$ cat src/rtl/dpll_nco_tracker_if.sv
// Reference/control inputs and recovered-clock status outputs of the NCO tracker.
interface dpll_nco_tracker_if #(
  parameter int ACC_W = 16
);
  logic             RefIn;
  logic             Hold;
  logic             ClockOut;
  logic             CarryOut;
  logic             Locked;
  logic             Holdover;
  logic [ACC_W-1:0] FreqWord;

  modport master (
    output RefIn, Hold,
    input  ClockOut, CarryOut, Locked, Holdover, FreqWord
  );

  modport slave (
    input  RefIn, Hold,
    output ClockOut, CarryOut, Locked, Holdover, FreqWord
  );
endinterface

$ cat src/rtl/dpll_nco_tracker.sv
// All-digital PLL: NCO at MULT x RefIn, PI loop filter on sampled phase error,
// lock detection, Hold freeze and automatic holdover on reference loss.
module dpll_nco_tracker #(
  parameter int ACC_W       = 16,
  parameter int MULT        = 32,
  parameter int NOMINAL_INC = 2048,
  parameter int KP_SHIFT    = 2,
  parameter int KI_SHIFT    = 6,
  parameter int LOCK_TOL    = 4096,
  parameter int LOCK_COUNT  = 8
) (
  input logic               Clock,
  input logic               Reset,
  dpll_nco_tracker_if.slave bus
);
  localparam int DIV_W = $clog2(MULT);
  localparam int PH_W  = DIV_W + ACC_W;
  localparam int W     = PH_W + 2;
  localparam int LC_W  = $clog2(LOCK_COUNT + 1);

  localparam logic signed [W-1:0] NOM_W     = W'(NOMINAL_INC);
  localparam logic signed [W-1:0] INTEG_LIM = W'(2 ** (ACC_W - 2));
  localparam logic signed [W-1:0] INC_MAX   = W'(2 ** (ACC_W - 1) - 1);
  localparam logic signed [W-1:0] INC_MIN   = W'(1);
  localparam logic signed [W-1:0] TOL_W     = W'(LOCK_TOL);
  localparam logic [LC_W-1:0]     LOCK_FULL = LC_W'(LOCK_COUNT);
  localparam logic [ACC_W-1:0]    NOM_INC   = ACC_W'(NOMINAL_INC);

  typedef enum logic [1:0] {ACQUIRE, TRACK, HOLDOVER} trackState_t;

  trackState_t             state;
  logic [ACC_W-1:0]        acc, inc, accNext, incNext;
  logic [DIV_W-1:0]        divCnt;
  logic signed [ACC_W-1:0] integ, integNext;
  logic                    s1, s2, s3, aligned, locked, holdover;
  logic [LC_W-1:0]         lockCnt, lockNext;
  logic [1:0]              missCnt;
  logic                    refEdge, carry, wrap, inTol;
  logic signed [PH_W-1:0]  phErr;
  logic signed [W-1:0]     errWide, integSum, integSat, incSum, absErr;

  always_comb begin
    refEdge          = s2 & ~s3;
    {carry, accNext} = {1'b0, acc} + {1'b0, inc};
    wrap             = carry & (&divCnt);
    phErr            = -$signed({divCnt, acc});
    errWide          = W'(phErr);

    integSum = W'(integ) + (errWide >>> KI_SHIFT);
    integSat = integSum;
    if (integSum > INTEG_LIM)       integSat = INTEG_LIM;
    else if (integSum < -INTEG_LIM) integSat = -INTEG_LIM;
    integNext = integSat[ACC_W-1:0];

    incSum  = NOM_W + integSat + (errWide >>> KP_SHIFT);
    incNext = incSum[ACC_W-1:0];
    if (incSum > INC_MAX)      incNext = INC_MAX[ACC_W-1:0];
    else if (incSum < INC_MIN) incNext = INC_MIN[ACC_W-1:0];

    absErr   = errWide[W-1] ? -errWide : errWide;
    inTol    = (absErr <= TOL_W);
    lockNext = '0;
    if (inTol) lockNext = (lockCnt == LOCK_FULL) ? lockCnt : lockCnt + 1'b1;
  end

  always_ff @(posedge Clock) begin
    if (Reset) begin
      acc      <= '0;
      divCnt   <= '0;
      integ    <= '0;
      inc      <= NOM_INC;
      s1       <= 1'b0;
      s2       <= 1'b0;
      s3       <= 1'b0;
      aligned  <= 1'b0;
      lockCnt  <= '0;
      missCnt  <= '0;
      state    <= ACQUIRE;
      locked   <= 1'b0;
      holdover <= 1'b0;
    end else begin
      s1  <= bus.RefIn;
      s2  <= s1;
      s3  <= s2;
      acc <= accNext;
      if (carry) divCnt <= divCnt + 1'b1;

      if (refEdge) begin
        missCnt <= '0;
        if (!aligned) begin
          // The edge cycle itself is phase zero, so its increment still lands.
          acc      <= inc;
          divCnt   <= '0;
          aligned  <= 1'b1;
          state    <= ACQUIRE;
          locked   <= 1'b0;
          holdover <= 1'b0;
        end else begin
          if (!bus.Hold) begin
            integ <= integNext;
            inc   <= incNext;
          end
          lockCnt <= lockNext;
          if (state == ACQUIRE && lockNext == LOCK_FULL) begin
            state  <= TRACK;
            locked <= 1'b1;
          end else if (state == TRACK && !inTol) begin
            state  <= ACQUIRE;
            locked <= 1'b0;
          end
        end
      end else if (wrap) begin
        if (missCnt != 2'd2) missCnt <= missCnt + 2'd1;
        if (missCnt == 2'd1) begin
          if (state == ACQUIRE) begin
            integ   <= '0;
            inc     <= NOM_INC;
            aligned <= 1'b0;
          end else if (state == TRACK) begin
            state    <= HOLDOVER;
            locked   <= 1'b0;
            holdover <= 1'b1;
            aligned  <= 1'b0;
            lockCnt  <= '0;
          end
        end
      end
    end
  end

  assign bus.ClockOut = acc[ACC_W-1];
  assign bus.CarryOut = divCnt[DIV_W-1];
  assign bus.Locked   = locked;
  assign bus.Holdover = holdover;
  assign bus.FreqWord = inc;
endmodule

$ cat src/flat_wrapper.sv
// flat-port wrapper written by rule: the top's interface ports become plain ports
module dpll_nco_tracker_flat 
#(
  parameter int ACC_W       = 16,
  parameter int MULT        = 32,
  parameter int NOMINAL_INC = 2048,
  parameter int KP_SHIFT    = 2,
  parameter int KI_SHIFT    = 6,
  parameter int LOCK_TOL    = 4096,
  parameter int LOCK_COUNT  = 8
)
  (Clock, Reset, bus_RefIn, bus_Hold, bus_ClockOut, bus_CarryOut, bus_Locked, bus_Holdover, bus_FreqWord);
  dpll_nco_tracker_if #(.ACC_W(ACC_W)) bus_i ();
  input logic Clock;
  input logic Reset;
  input wire logic [$bits(bus_i.RefIn)-1:0] bus_RefIn;
  input wire logic [$bits(bus_i.Hold)-1:0] bus_Hold;
  output wire logic [$bits(bus_i.ClockOut)-1:0] bus_ClockOut;
  output wire logic [$bits(bus_i.CarryOut)-1:0] bus_CarryOut;
  output wire logic [$bits(bus_i.Locked)-1:0] bus_Locked;
  output wire logic [$bits(bus_i.Holdover)-1:0] bus_Holdover;
  output wire logic [$bits(bus_i.FreqWord)-1:0] bus_FreqWord;
  assign bus_i.RefIn = bus_RefIn;
  assign bus_i.Hold = bus_Hold;
  assign bus_ClockOut = bus_i.ClockOut;
  assign bus_CarryOut = bus_i.CarryOut;
  assign bus_Locked = bus_i.Locked;
  assign bus_Holdover = bus_i.Holdover;
  assign bus_FreqWord = bus_i.FreqWord;
  dpll_nco_tracker #(.ACC_W(ACC_W), .MULT(MULT), .NOMINAL_INC(NOMINAL_INC), .KP_SHIFT(KP_SHIFT), .KI_SHIFT(KI_SHIFT), .LOCK_TOL(LOCK_TOL), .LOCK_COUNT(LOCK_COUNT)) u_core (.Clock(Clock), .Reset(Reset), .bus(bus_i));
endmodule
$ cat config.mk
export PLATFORM = sky130hd
export DESIGN_NAME = dpll_nco_tracker_flat
export DESIGN_NICKNAME = d
export VERILOG_FILES = /design/src/rtl/dpll_nco_tracker_if.sv /design/src/rtl/dpll_nco_tracker.sv /design/src/flat_wrapper.sv
export SDC_FILE = /design/constraint.sdc
export NUM_CORES = 1
export LEC_CHECK = 0
export BUFFER_PORTS_ARGS = -buffer_cell sky130_fd_sc_hd__buf_2
export CORE_ASPECT_RATIO = 1.1
export CORE_MARGIN = 2
export CORE_UTILIZATION = 50
export DETAILED_ROUTE_END_ITERATION = 8
export PLACE_DENSITY = 0.76
export SLEW_MARGIN = 20
export SYNTH_ARGS = -nofsm -noshare
export SYNTH_HDL_FRONTEND = slang
export SYNTH_SLANG_ARGS = --single-unit
$ cat constraint.sdc
create_clock -name Clock -period 10.6 [get_ports Clock]
set_input_delay 0.53 -clock Clock [delete_from_list [all_inputs] [get_ports Clock]]
set_output_delay 0.53 -clock Clock [all_outputs]
set_load 0.02 [all_outputs]
* Word level (Yosys, flattened, before mapping)
Cells that the tools add are included.
** Storage, ports and cells
- Register bits after elaboration :: 67
- Bits in latches :: 0
- RAM bits :: 0
- Bits in read-only memories :: 0
- Bits of input ports :: 4
- Output and inout bits :: 20
- Logic and storage cells :: 113
- Memories :: 0
** Cells by class
- Add/subtract/negate cells :: 9
- Multiply operators :: 0
- Divide/modulo/power cells :: 0
- Magnitude comparators :: 5
- Equal/unequal tests :: 10
- Shifts and indexed selects :: 0
- Multiplexer cells :: 56
- Bitwise logic cells :: 3
- Reductions and logical operators :: 17
** Operators by type and width (number)
- 2-to-1 mux 16 bit :: 16
- 2-to-1 mux 23 bit :: 3
- greater-than comparator 23 x 16 -> 1 bit (second input constant) :: 2
- 2-to-1 mux 4 bit :: 8
- AND reduction 5 bit :: 5
- adder 13 x 23 -> 23 bit (first input constant) :: 1
- adder 23 x 19 -> 23 bit :: 1
- less-or-equal comparator 23 x 14 -> 1 bit (second input constant) :: 1
- < comparator 23 x 15 -> 1 bit (second input constant) :: 1
- < comparator 23 x 2 -> 1 bit (second input constant) :: 1
- negator 21 -> 23 bit :: 1
- negator 21 bit :: 1
- 2-to-1 mux 1 bit :: 18
- adder 16 x 15 -> 17 bit :: 1
- adder 16 x 16 -> 17 bit :: 1
- 2-to-1 mux 2 bit :: 8
- 2-to-1 mux 5 bit :: 3
- == test 4 bit (second input constant) :: 2
- nonzero test 2 bit :: 4
- != test 2 bit (second input constant) :: 3
- adder 5 x 1 -> 5 bit (second input constant) :: 1
- adder 4 x 1 -> 4 bit (second input constant) :: 1
- == test 2 x 1 -> 1 bit (second input constant) :: 2
- != test 2 x 1 -> 1 bit (second input constant) :: 2
- other kinds (11) :: 13

* Depth between registers and ports, before layout
- Depth after elaboration :: 13
- Depth in mapped cells :: 34
- Gate-level depth less buffers :: 30

* Least setup slack after synthesis
OpenSTA, ideal clock, no wires.
- Kind :: register to register
- From :: register u_core.acc[6]
- To :: register u_core.inc[10], in the netlist u_core.bus.FreqWord[10]
- Library setup time :: 0.128 ns
- Data arrival time :: 6.576 ns
- Data required time :: 10.472 ns
- Path slack :: 3.895 ns
- Stages on the path, launching flop included :: 31
- Buffers on the path :: 4
- Clock period less this slack :: 6.705 ns
- Cell sequence :: dfxtp_1 -> buf_6 -> or4_4 -> or3_1 -> buf_2 -> xor2_1 -> ha_1 -> a21o_1 -> a21oi_1 -> o211a_1 -> o211ai_1 -> a41oi_1 -> xnor2_1 -> a41oi_1 -> a22o_1 -> clkbuf_1 -> nor2_1 -> ha_1 -> ha_1 -> fa_1 -> a21o_1 -> a21oi_1 -> o211ai_1 -> a21oi_1 -> o21bai_1 -> a31oi_1 -> xor2_1 -> nand4b_1 -> clkbuf_1 -> nor2_1 -> o21ai_0
** Between the ends
- Longest elaborated chain between the ends :: 13
- Elaborated cells on any way between the ends :: 19
- Classes of those cells :: add/sub: 5; order compare: 4; mux: 7; bitwise: 1; reduce/logical: 2
** Ends and longest elaborated chain
- start: declaration :: line dpll_nco_tracker.sv:32 : logic [ACC_W-1:0] acc, inc, accNext, incNext;
- start signal: assignment :: line dpll_nco_tracker.sv:85 : acc <= accNext;
- start signal: assignment :: line dpll_nco_tracker.sv:92 : acc <= inc;
- negator 21 bit :: line dpll_nco_tracker.sv:46 : phErr = -$signed({divCnt, acc});
- adder 16 x 15 -> 17 bit :: line dpll_nco_tracker.sv:49 : integSum = W'(integ) + (errWide >>> KI_SHIFT);
- < comparator 23 x 15 -> 1 bit :: line dpll_nco_tracker.sv:52 : else if (integSum < -INTEG_LIM) integSat = -INTEG_LIM;
- 2-to-1 mux 23 bit :: line dpll_nco_tracker.sv:52
- 2-to-1 mux 23 bit :: line dpll_nco_tracker.sv:51 : if (integSum > INTEG_LIM) integSat = INTEG_LIM;
- adder 13 x 23 -> 23 bit :: line dpll_nco_tracker.sv:55 : incSum = NOM_W + integSat + (errWide >>> KP_SHIFT);
- adder 23 x 19 -> 23 bit :: line dpll_nco_tracker.sv:55
- < comparator 23 x 2 -> 1 bit :: line dpll_nco_tracker.sv:58 : else if (incSum < INC_MIN) incNext = INC_MIN[ACC_W-1:0];
- 2-to-1 mux 16 bit :: line dpll_nco_tracker.sv:58
- 2-to-1 mux 16 bit :: line dpll_nco_tracker.sv:57 : if (incSum > INC_MAX) incNext = INC_MAX[ACC_W-1:0];
- 2-to-1 mux 16 bit :: line dpll_nco_tracker.sv:99 : if (!bus.Hold) begin
- 2-to-1 mux 16 bit :: line dpll_nco_tracker.sv:90 : if (!aligned) begin
- 2-to-1 mux 16 bit :: line dpll_nco_tracker.sv:88 : if (refEdge) begin
- end signal: assignment :: line dpll_nco_tracker.sv:101 : inc <= incNext;
- end: declaration :: line dpll_nco_tracker.sv:32
Several ways; a longest one is shown, not always the timed one. The select of a mux whose other input is x is not followed.
A chain may end at the register's enable or synchronous reset.

* Worst setup path in the final report
- From :: register u_core.acc[1]
- To :: register u_core.inc[11], in the netlist u_core.bus.FreqWord[11]
Same word-level chain as after synthesis.

==> results.md <==
* Status: completed
* Slew Limit Headroom at 27.0%
* Pins Over Slew Limit at 0
* Async SR Flop Fraction at 0%
* Vias per Instance at just under 6
* Layout fillers at ~1200
* IO Count at 24
* Area of the multi-input gates at between 4000 and 5000 um^2
* Worst path bufs/invs at 1
* Number of synthesized register bits at 66
* Detailed Routing Iterations Pass 1 at 5
* Clock Skew at 0.00623 ns
* Setup Buffers After CTS at 0
* Total nets after synthesis at ~900
* Top delay family on crit path: compound AO/OA/AOI/OAI gates
* Worst EP arrival at just over 8 ns
* Initial Util at approximately half
* Largest cells by area after synthesis: dfxtp_1 (21%), ha_1 (16%), xnor2_1 (5.7%), nand2_1 (4.8%), nor2_1 (4.5%)
* PD cells at ~170 nW/um^2
* CTS Buf Count at 9
* Max IR drop VDD at ~0.097 mV
* Cell at the root of the clock tree: clkbuf_16
* Vias in the first global route at around 5400
* Hold Crit Start: bus_RefIn
* Yosys cell types at 69
* Seq. cell area at approximately 1300 um^2
* Yosys top cell by area: dfxtp_1
* Hold Crit Class: input port to flip-flop
* CP Class: flip-flop to flip-flop
* Via Count at 5855
* Worst-case clock buffer depth at 2
* Post_cts resized at 0
* WHS Endpoint: u_core.s1$_SDFF_PP0_
* Post-Syn Area at 6310 um^2
* CTS Hold Bufs at 0
* Min Hold Slack at between 0.4 and 0.5 ns
* Share of the synthesized area in the top cell type at a little over a fifth
* Area Growth Syn to Fin at 8.90%
* Fin crit share at 76.3%
* Detailed placement HPWL at ~12000 um
* Biggest cell delay along the critical path at ~0.53 ns
* Total GRT Usage at about a quarter
* Commonest non-fill, non-tap cells in the layout: nand2_1 (81), ha_1 (81), nor2_1 (75), dfxtp_1 (66), a21oi_1 (54)
* CP Data Required Time at 10.81 ns
* Register area share after synthesis at a little over a fifth
* Worst-Skew Late Latency at 0.34 ns
* DRT Wirelength at 16000 um
* Mapped Cells at ~820
* Ys flop type: dfxtp_1
* Starting DRT DRC Count at approximately 480
* Largest net degree at the start of global routing at 36
* CP Launch Type: flip-flop
* RR Endpoint: u_core.bus.FreqWord[11]$_SDFFE_PP1P_
* Clock Pin Slew Worst Setup and Hold Paths at around 0.06 ns
* P_leak at roughly 3.3 nW
* Post-DR wirelength/cell at about 16 um
* Critical Path Most Common Cell: ha_1
* Remaining DRCs at 0
* First-pass GRT wire length at approximately 26000 um
* Reg-to-reg startpoint: u_core.acc[1]$_SDFF_PP0_
* H-tree levels at 3
* Setup TNS at 0 ns
* Post-synth EDFFs at 0
* Fin crit period at about 8.1 ns
* Crit. End Element: flip-flop
* CORE AREA at around 12000 um^2
* Final hold violations at 0
* Share of layout cells above drive strength 1 at 7.50%
* FF-to-FF path depth at 28
* YS warnings at 0
* Die area at approximately 14000 um^2
* R2R Setup Slk at around 2.5 ns
* CP max stage cell: or3_1
* FP Rows at between 40 and 50
* Post-route cell area at roughly 6900 um^2
* DIE HEIGHT at around 120 um
* Max Cap Viol at 0
* # clock sinks at 66
* Hold Path Stages at 2
* Crit Path Max Fanout at 15
* CTS tree: built
* Antenna violations before repair at 0
* Cell Area, Placed at approximately 6500 um^2
* Number of port buffers at 23
* Mean Syn Cell Area at ~7.7 um^2
* FMAX at roughly 120 MHz
* Final setup viols at 0
* Total gr overflow at 0
* RD Place Congestion at around 0.87
* Diodes inserted at 0
* Post-route ant nets at 0
* NumNets Final at between 900 and 1000
* Actual slew at the worst max-slew pin at between 1 and 1.5 ns
* RSZ-0062 raised after global routing: no
* Die Width at about 110 um
[where the power goes]
part / leakage [nW] / internal [W] / switching (W)
registers: 0.533 / 0.000251 / 0.00000604
clock network: 0.169 / 0.000243 / 0.000117
logic: 2.56 / 0.000209 / 0.000315
total: 3.26 / 0.000703 / 0.000437
[kinds of logic after synthesis]
logic type | count (synthesis) | share of synthesized area, %
fa+ha+maj | 84 | 17.0
compound gates | 220 | 23.7
flops | 66 | 20.9
buf+inv | 79 | 5.17
mux | 4 | 0.634
xor+xnor | 68 | 9.44
simple gates | 294 | 23.1
[metrics by stage]
step / cells / total power [W] / setup slack, ns / utilization, %
after detailed placement: 968 / 0.000772 / 2.61 / 52.2
final: 984 / 0.00114 / 2.51 / 55.1
after global placement: 968 / 0.000768 / 2.82 / 52.2
after CTS: 984 / 0.00113 / 2.56 / 55.1
after floorplan: 815 / 0.000671 / 3.90 / -
after global routing: 984 / 0.00121 / 1.68 / 55.1
[worst max path at each step]
stage	startpoint	to	slack, ns	depth (start not counted)
CTS	u_core.acc[1]$_SDFF_PP0_	u_core.bus.FreqWord[11]$_SDFFE_PP1P_	2.56	28
global placement	u_core.acc[1]$_SDFF_PP0_	u_core.bus.FreqWord[11]$_SDFFE_PP1P_	2.82	28
floorplan	u_core.acc[6]$_SDFF_PP0_	u_core.bus.FreqWord[10]$_SDFFE_PP0P_	3.90	30
global route	u_core.acc[1]$_SDFF_PP0_	u_core.bus.FreqWord[11]$_SDFFE_PP1P_	1.68	28
finish	u_core.acc[1]$_SDFF_PP0_	u_core.bus.FreqWord[11]$_SDFFE_PP1P_	2.51	28
detailed placement	u_core.acc[1]$_SDFF_PP0_	u_core.bus.FreqWord[11]$_SDFFE_PP1P_	2.61	28
[synth_stat cells, types with 8 or more instances]
| master | number |
|---|---|
| ha_1 | 81 |
| nand2_1 | 81 |
| nor2_1 | 75 |
| dfxtp_1 | 66 |
| a21oi_1 | 54 |
| inv_1 | 48 |
| o21ai_0 | 43 |
| xnor2_1 | 41 |
| a21o_1 | 27 |
| xor2_1 | 27 |
| clkbuf_1 | 21 |
| nand3_1 | 21 |
| nor3_1 | 18 |
| a22o_1 | 16 |
| nor2b_1 | 13 |
| nor4_1 | 13 |
| or3_1 | 13 |
| o211ai_1 | 10 |
| and3_1 | 8 |
| nand2b_1 | 8 |
[cell type report]
type,instances,area share [%]
inverters,48,2.62
clock buffers,12,3.73
multi-input cells,670,68.0
clock inverters,4,1.42
flip-flops and latches,66,19.2
repair buffers,27,2.11
well taps,157,2.86
[routing by layer]
metal / track usage (%) / vias up / part of all wire (%)
met2: 38.9 / 159 / 45
met5: 0 / - / 0
met3: 2.89 / 34 / 5.1
met1: 31.9 / 2702 / 47
met4: 11.3 / 0 / 3.4
li1: - / 2960 / -
[registers in the layout, indices dropped and copies added (netlist names), 2 cells and up]
name                 flops
u_core.acc              16
u_core.bus.FreqWord     16
u_core.integ            16
u_core.divCnt            5
u_core.lockCnt           4
u_core.missCnt           2
Note: power is estimated with default switching activity, not from simulation.
